<file path="config.mk">
export PLATFORM = sky130hd
export DESIGN_NAME = ahb_slave_mem
export DESIGN_NICKNAME = d
export VERILOG_FILES = /design/src/rtl/ahb_pkg.sv /design/src/rtl/ahb_slave_mem_array.sv /design/src/rtl/ahb_slave_mem.sv
export SDC_FILE = /design/constraint.sdc
export NUM_CORES = 2
export LEC_CHECK = 0
export BUFFER_PORTS_ARGS = -buffer_cell sky130_fd_sc_hd__buf_4
export CORE_MARGIN = 3
export CORE_UTILIZATION = 50
export CTS_BUF_LIST = sky130_fd_sc_hd__clkbuf_8
export DETAILED_ROUTE_END_ITERATION = 12
export MAX_ROUTING_LAYER = met4
export PLACE_DENSITY = 0.68
export SYNTH_ARGS = -nofsm -noshare
export SYNTH_HDL_FRONTEND = slang
export SYNTH_SLANG_ARGS = --single-unit
</file>
<file path="constraint.sdc">
create_clock -name hclk -period 3.6 [get_ports hclk]
set_clock_uncertainty 0.2 [all_clocks]
set_input_delay 0.36 -clock hclk [delete_from_list [all_inputs] [get_ports hclk]]
set_output_delay 0.36 -clock hclk [all_outputs]
set_load 0.02 [all_outputs]
</file>
<file path="src/rtl/ahb_pkg.sv">
// Shared AHB definitions for the memory responder: FSM states, response codes, bus widths.
package ahb_pkg;

    typedef enum logic [2:0] {
        IDLE,
        WAIT,
        DATA,
        ERR1,
        ERR2
    } ahb_state_e;

    localparam logic       HRESP_OKAY    = 1'b0;
    localparam logic       HRESP_ERROR   = 1'b1;
    localparam logic [2:0] HBURST_SINGLE = 3'b000;
    localparam int         AHB_DATA_W    = 32;

endpackage

</file>
<file path="src/rtl/ahb_slave_mem_array.sv">
// DEPTH x 32 storage for the AHB memory slave: one synchronous write port, one asynchronous read port.
module ahb_slave_mem_array
    import ahb_pkg::*;
#(
    parameter int DEPTH = 64
) (
    input  logic                     clk_i,
    input  logic                     we_i,
    input  logic [$clog2(DEPTH)-1:0] waddr_i,
    input  logic [AHB_DATA_W-1:0]    wdata_i,
    input  logic [$clog2(DEPTH)-1:0] raddr_i,
    output logic [AHB_DATA_W-1:0]    rdata_o
);

    logic [AHB_DATA_W-1:0] mem_q [DEPTH];

    // Contents survive bus reset on purpose; there is no reset port.
    always_ff @(posedge clk_i) begin
        if (we_i) begin
            mem_q[waddr_i] <= wdata_i;
        end
    end

    assign rdata_o = mem_q[raddr_i];

endmodule

</file>
<file path="src/rtl/ahb_slave_mem.sv">
// AHB single-transfer responder backed by a word-addressed memory with a programmable stall.
// Define AHB_SLAVE_MEM_ERR_EN to answer out-of-range addresses with a two-cycle ERROR response.
module ahb_slave_mem
    import ahb_pkg::*;
#(
    parameter logic [3:0] SLAVE_ID    = 4'b0001,
    parameter int          DEPTH       = 64,
    parameter int          WAIT_STATES = 0
) (
    input  logic                  hclk,
    input  logic                  hresetn,
    input  logic [3:0]            sel,
    input  logic [31:0]           haddr,
    input  logic                  hwrite,
    input  logic [2:0]            hburst,
    input  logic                  hready,
    input  logic [AHB_DATA_W-1:0] hwdata,
    output logic [AHB_DATA_W-1:0] hrdata,
    output logic                  hreadyout,
    output logic                  hresp
);

    localparam int AW = $clog2(DEPTH);

    ahb_state_e            state_q;
    logic [3:0]            cnt_q;
    logic                  wr_q;
    logic                  err_q;
    logic [AW-1:0]         idx_q;
    logic [AHB_DATA_W-1:0] hrdata_q;
    logic                  hreadyout_q;
    logic                  hresp_q;

    logic                  accept;
    logic                  addr_err;
    logic                  mem_we;
    logic [AW-1:0]         rd_idx;
    logic [AHB_DATA_W-1:0] mem_rdata;
    logic [AHB_DATA_W-1:0] rd_data_d;
    logic                  unused_bits;

    assign accept = (sel == SLAVE_ID) && hready && hreadyout_q;

`ifdef AHB_SLAVE_MEM_ERR_EN
    assign addr_err = |haddr[31:AW+2];
`else
    assign addr_err = 1'b0;
`endif

    // Every burst type is served as SINGLE; the byte-lane bits carry no meaning for word access.
    assign unused_bits = ^{hburst, haddr[1:0], haddr[31:AW+2]};

    // The write commits on the edge that ends DATA.
    assign mem_we = (state_q == DATA) && wr_q;

    // Entering DATA from WAIT uses the latched index; a zero-wait accept uses the live address.
    assign rd_idx    = (state_q == WAIT) ? idx_q : haddr[AW+1:2];
    assign rd_data_d = (mem_we && (idx_q == rd_idx)) ? hwdata : mem_rdata;

    ahb_slave_mem_array #(
        .DEPTH (DEPTH)
    ) u_array (
        .clk_i   (hclk),
        .we_i    (mem_we),
        .waddr_i (idx_q),
        .wdata_i (hwdata),
        .raddr_i (rd_idx),
        .rdata_o (mem_rdata)
    );

    always_ff @(posedge hclk or negedge hresetn) begin
        if (!hresetn) begin
            state_q     <= IDLE;
            cnt_q       <= 4'd0;
            wr_q        <= 1'b0;
            err_q       <= 1'b0;
            idx_q       <= '0;
            hrdata_q    <= '0;
            hreadyout_q <= 1'b1;
            hresp_q     <= HRESP_OKAY;
        end else begin
            case (state_q)
                IDLE, DATA, ERR2: begin
                    if (accept) begin
                        wr_q  <= hwrite;
                        idx_q <= haddr[AW+1:2];
                        err_q <= addr_err;
                        if (WAIT_STATES > 0) begin
                            state_q     <= WAIT;
                            cnt_q       <= 4'(WAIT_STATES - 1);
                            hreadyout_q <= 1'b0;
                            hresp_q     <= HRESP_OKAY;
                        end else if (addr_err) begin
                            state_q     <= ERR1;
                            hreadyout_q <= 1'b0;
                            hresp_q     <= HRESP_ERROR;
                        end else begin
                            state_q     <= DATA;
                            hrdata_q    <= rd_data_d;
                            hreadyout_q <= 1'b1;
                            hresp_q     <= HRESP_OKAY;
                        end
                    end else begin
                        state_q     <= IDLE;
                        hreadyout_q <= 1'b1;
                        hresp_q     <= HRESP_OKAY;
                    end
                end
                WAIT: begin
                    if (cnt_q != 4'd0) begin
                        cnt_q <= cnt_q - 4'd1;
                    end else if (err_q) begin
                        state_q <= ERR1;
                        hresp_q <= HRESP_ERROR;
                    end else begin
                        state_q     <= DATA;
                        hrdata_q    <= rd_data_d;
                        hreadyout_q <= 1'b1;
                    end
                end
                ERR1: begin
                    state_q     <= ERR2;
                    hreadyout_q <= 1'b1;
                    hresp_q     <= HRESP_ERROR;
                end
                default: begin
                    state_q     <= IDLE;
                    hreadyout_q <= 1'b1;
                    hresp_q     <= HRESP_OKAY;
                end
            endcase
        end
    end

    assign hrdata    = hrdata_q;
    assign hreadyout = hreadyout_q;
    assign hresp     = hresp_q;

endmodule

</file>
### Word level (Yosys, flattened, before mapping)

Memory sizes are Yosys's and may differ from the RTL's.
Cells that the tools add are included.

| word-level totals | value |
|---|---|
| flip-flop bits (word level) | 48 |
| bits in latches | 0 |
| memories | 1 |
| ROM bits | 0 |
| RAM bits | 2048 |
| input bits | 75 |
| output and inout port bits | 34 |

| operators by class | value |
|---|---|
| bitwise gates (word level) | 1 |
| eq/ne operators | 8 |
| muxes and demuxes | 13 |
| reduce and logical (&&, ||, !) cells | 12 |
| $mul | 0 |
| shifts and indexed selects | 0 |
| add/sub/neg operators | 1 |
| order comparisons | 0 |
| div/mod/pow operators | 0 |

Memory list:

| name | depth | bits a word | read ports | clocked after Yosys merged registers in | write ports | RTL line | source |
|---|---|---|---|---|---|---|---|
| u_array.mem_q | 64 | 32 | 1 | 0 | 1 | ahb_slave_mem_array.sv:15 | `logic [AHB_DATA_W-1:0] mem_q [DEPTH];` |

Operators by type and width:

| cell | number |
|---|---|
| two-way mux 32 bit | 3 |
| case mux 32 bit (2 select lines) | 1 |
| case mux 3 bit (3 select lines) | 1 |
| equality test 3 x 2 -> 1 bit (second input constant) | 2 |
| equality test 6 bit | 1 |
| two-way mux 6 bit | 1 |
| AND reduction 2 bit | 3 |
| equality test 4 x 1 -> 1 bit (second input constant) | 1 |
| logical AND 1 bit | 4 |
| two-way mux 1 bit | 4 |
| != test 2 bit (second input constant) | 2 |
| nonzero test 4 bit | 1 |
| subtractor 4 x 1 -> 4 bit (second input constant) | 1 |
| equality test 3 x 1 -> 1 bit (second input constant) | 1 |
| equality test 3 bit (second input constant) | 1 |
| zero test 3 bit | 1 |
| two-way mux 3 bit | 1 |
| AND reduction 3 bit | 1 |
| OR reduction 3 bit | 1 |
| two-way mux 2 bit | 1 |
| case mux 1 bit (2 select lines) | 1 |
| nonzero test 2 bit | 1 |
| inverter 1 bit | 1 |

### Logic depth before layout (Yosys ltp)

| depth | value |
|---|---|
| depth after elaboration | 7 |
| gate-level depth with buffers | 11 |
| mapped depth without buffers | 6 |

### Cells and area by module

A second synthesis with hierarchy kept.

| unflattened totals | value |
|---|---|
| cells, all modules | 3520 |
| area total of the unflattened synthesis | 80049.3 um^2 |

By module, submodules not included:

| module | cells each | area each (um^2) | seq. area each (um^2) | times used |
|---|---|---|---|---|
| ahb_slave_mem_array | 3292 | 77874.7 | 61499.0 | 1 |
| ahb_slave_mem | 228 | 2174.6 | 1001.0 | 1 |

### Least setup slack after synthesis

OpenSTA, ideal clock, no wires.

| timing path | value |
|---|---|
| kind | flip-flop to flip-flop |
| start point | register idx_q[1] |
| end point | memory u_array.mem_q[12][0], enable pin |
| stages on the path, launching flop included | 6 |
| slack | 164 ps |
| clock period less this slack | 3436 ps |
| arrival time | 2815 ps |
| setup time | 421 ps |
| cell sequence | dfrtp_1 > clkbuf_1 > or3b_2 > or2_2 > clkbuf_1 > nor2_1 |

RTL lines:

| element | RTL line | source |
|---|---|---|
| from (decl) | ahb_slave_mem.sv:29 | `logic [AW-1:0] idx_q;` |
| from (signal assigned) | ahb_slave_mem.sv:86 | `idx_q <= haddr[AW+1:2];` |
| to (decl) | ahb_slave_mem_array.sv:15 |  |

No word-level cell before the write port.

### Worst setup path in the final report

| timing path | value |
|---|---|
| start point | register idx_q[4] |
| end point | register hrdata_q[20] (netlist: hrdata[20]) |

| between the ends | value |
|---|---|
| longest elaborated chain between the ends | 6 |

RTL lines:

| element | RTL line | source |
|---|---|---|
| parallel branches: the longest is 3 deep, another holds memory read (64 x 32 bit) | n/a |  |
| two-way mux 32 bit * | ahb_slave_mem.sv:58 | `assign rd_data_d = (mem_we && (idx_q == rd_idx)) ? hwdata : mem_rdata;` |
| two-way mux 32 bit (on tied branches) | ahb_slave_mem.sv:110, ahb_slave_mem.sv:84 |  |
| case mux 32 bit (2 select lines) * | ahb_slave_mem.sv:82 | `case (state_q)` |
| to (signal assigned) | ahb_slave_mem.sv:99 | `hrdata_q <= rd_data_d;` |
| to (signal assigned) | ahb_slave_mem.sv:117 | `hrdata_q <= rd_data_d;` |
| to (decl) | ahb_slave_mem.sv:30 | `logic [AHB_DATA_W-1:0] hrdata_q;` |

Mark *: on every way between the ends. The select of a mux whose other input is x is not followed.
A chain may end at the register's enable or synchronous reset.

==> results.cfg <==
[yosys]
synth_edf_count = 2048
yosys_warnings = 0
ys_ff_latch = 2088
seq_area_frac_synth_pct = 76.9
syn_area_per_cell_sq_um = 19.4
synth_area_sq_um = 81300
synth_top_flop_cell = edfxtp_1
synth.distinct_cells = 56
synthArstFlopShare_pct = 1.92
syn_inst = 4199
synth.net_count = 4274

[cts]
clk-insertion-delay-late_ps = 1000
cts_made_buffers = 335
cts_max_path_buffers = 4
path_clk_slew_ps = 60
h-tree-depth = 5
root_buffer = clkbuf_8
tritoncts = done
holdBufCountCts = 53
numClockSinks = 2088
cts_resized = 0
postCtsSetupRepairBufs = 0

[routing]
firstDrtPassIters = 6
drtAntennaViolNets = 0
drc = 0
vias = 43100
drt_iter0_drc = 4823
wl_um = 210000
wl_per_cell_um = 29.8
viasPerCell = 6.14

[run]
drv_cap = 0

[die]
rows = 147
die_h_um = 409
core_sq_um = 161000
die_area_sq_um = 167000
fp.dieW_um = 409
start_util_pct = 50.5
io_pins = 109

[pwr]
switching_share_pct = 22.9
p_total_uw = 48000
power.leakage_uw = 0.0313
ir_drop_mv = 0.404
p_sw_uw = 11000
p_per_area_nw_per_um2 = 519
p_int_uw = 37000
power_frac_comb_pct = 6.0
sequentialPowerShare_pct = 56.3
p_clk_share_pct = 37.6

[worst_setup_path]
cp_max_fo = 11
worstSetupEndpointType = flip-flop
crit_arrival_ps = 3950
path_class = reg -> reg
cp_slowest_cell = nor4b_1
cp_slowest_stage_delay_ps = 630
cp_data_required_time_ps = 4330
path_cells = xor2_1 -> o31a_2 -> nor4b_1 -> a211oi_1 -> dlygate4sd3_1 -> a31oi_1
crit_path_start_kind = flip-flop

[min_path]
min_path_type = in -> reg

[timing]
layout_setup_ws_ps = 382
final_hold_viol_count = 0
worst_slew_pin_slew_ps = 1000
rsz0062_at_grt = no
maxSlewHeadroom_pct = 32.9
finalCritPeriodShare_pct = 89.4
setup_viol = 0
fmax_mhz = 311
fin_setup_tns_ps = 0
fin_crit_ps = 3220
finalMaxSlewViolations = 0

[global_route]
top_usage_layer = met2
grt_max_degree = 66
grtUsageMet1_pct = 34.0
grt_antenna_before_repair = 8
grt_overflow = 0
gr-usage-met2_pct = 39.6
gr-usage-met3_pct = 5.55
grt_pass1_vias = 42900
grtUsageTotal_pct = 25.6
grt_pass1_wl_um = 299000

[placement]
dp_hpwl_um = 111000
dp_slack_ps = 456
portBuffers = 77
gp_congestion = 0.847

[finish]
final_cell_mix = 2048 x edfxtp_1, 673 x mux2i_1, 349 x clkbuf_8, 241 x a22oi_1, 206 x buf_4
fin_nets = 4699
area_delta_synth_final_pct = 13.9
layout_commonest_cell = edfxtp_1
drive_gt1_share_pct = 21.2
nFillCells = 12000

[status]
status = finished, final reports clean
## sequential cells by signal (all words and copies together), names as in the netlist
name / count
u_array.mem_q: 2048
idx_q: 6
hrdata: 32
state_q: 1
wr_q: 1
## Yosys cell counts (24+ instances only)
library cell / instances / share of area, %
a21oi_1: 125 / 0.77
a22oi_1: 241 / 2.2
a31oi_1: 30 / 0.23
buf_1: 24 / 0.11
buf_2: 66 / 0.41
buf_4: 51 / 0.47
buf_6: 33 / 0.46
clkbuf_1: 77 / 0.36
dfrtp_1: 40 / 1.2
edfxtp_1: 2048 / 76
mux2_2: 30 / 0.42
mux2i_1: 673 / 8.3
mux4_2: 203 / 5.6
nand2_1: 135 / 0.62
nand3_1: 26 / 0.16
nor2_1: 156 / 0.72
o22ai_1: 28 / 0.22
o31ai_1: 26 / 0.24
## cell type report
class / count / area (sq um) / share of cell area [%]
diodes: 9 / 22.5 / 0.0243
clock buffers: 349 / 4800 / 5.19
clock inverters: 226 / 1010 / 1.09
inverters: 3 / 11.3 / 0.0122
multi-input cells: 1854 / 17800 / 19.2
flip-flops and latches: 2088 / 62500 / 67.5
well taps: 2160 / 2700 / 2.92
repair buffers: 342 / 3720 / 4.02
## cell families after synthesis
family | Yosys count | synth area share, %
XOR/XNOR | 6 | 0.0646
multiplexers | 906 | 14.3
buffers and inverters | 257 | 1.87
AND/OR/NAND/NOR | 399 | 2.18
AO/OA/AOI/OAI | 541 | 4.68
other | 2 | 0.00924
flip-flops | 2088 | 76.9
## metal layers
metal / part of all wire (%) / vias to the layer above / wire length (um)
li1: - / 18000 / -
met1: 39 / 22500 / 82000
met2: 48 / 2244 / 101000
met3: 9.4 / 419 / 19700
met4: 3.3 / 0 / 6810
met5: 0 / - / 0
## power by group through the flow
stage          Combinational [uW]  Sequential, uW  Clock, uW
6_report                     2910           27100      18100
5_1_grt                      3080           27000      19500
4_1_cts                      2910           27000      18400
3_5_place_dp                 2840           27500          0
3_3_place_gp                 2790           27500          0
2_1_floorplan                1480           27500          0
## metrics by stage
stage	area (sq um)	util (%)	hold slack (ps)	instances
finish	92600	57.5	176	7031
global placement	86200	53.5	234	6393
global route	92600	57.5	153	7028
detailed placement	86200	53.5	226	6394
floorplan	81300	-	-136	4199
CTS	92600	57.4	43.0	7022
## final timing paths
kind | start | end | slack, ps | cells past startpoint
setup / recovery | idx_q[4] | hrdata[20] | 380 | 6
setup reg to reg | idx_q[4] | hrdata[20] | 380 | 6
hold reg to reg | hrdata[30] | hrdata[30] | 380 | 1
max in group asynchronous | hresetn | hrdata[22] | 2690 | 4
hold / removal | haddr[6] | hrdata[20] | 180 | 6
min in group asynchronous | hresetn | hrdata[9] | 190 | 4
## worst max-delay path: cells and delay by family (launching register included)
family	cells	cell delay, ps
compound gates	3	850
buf+inv	1	600
xor+xnor	1	320
flops	1	530
simple gates	1	630
(Power assumes the default switching activity.)
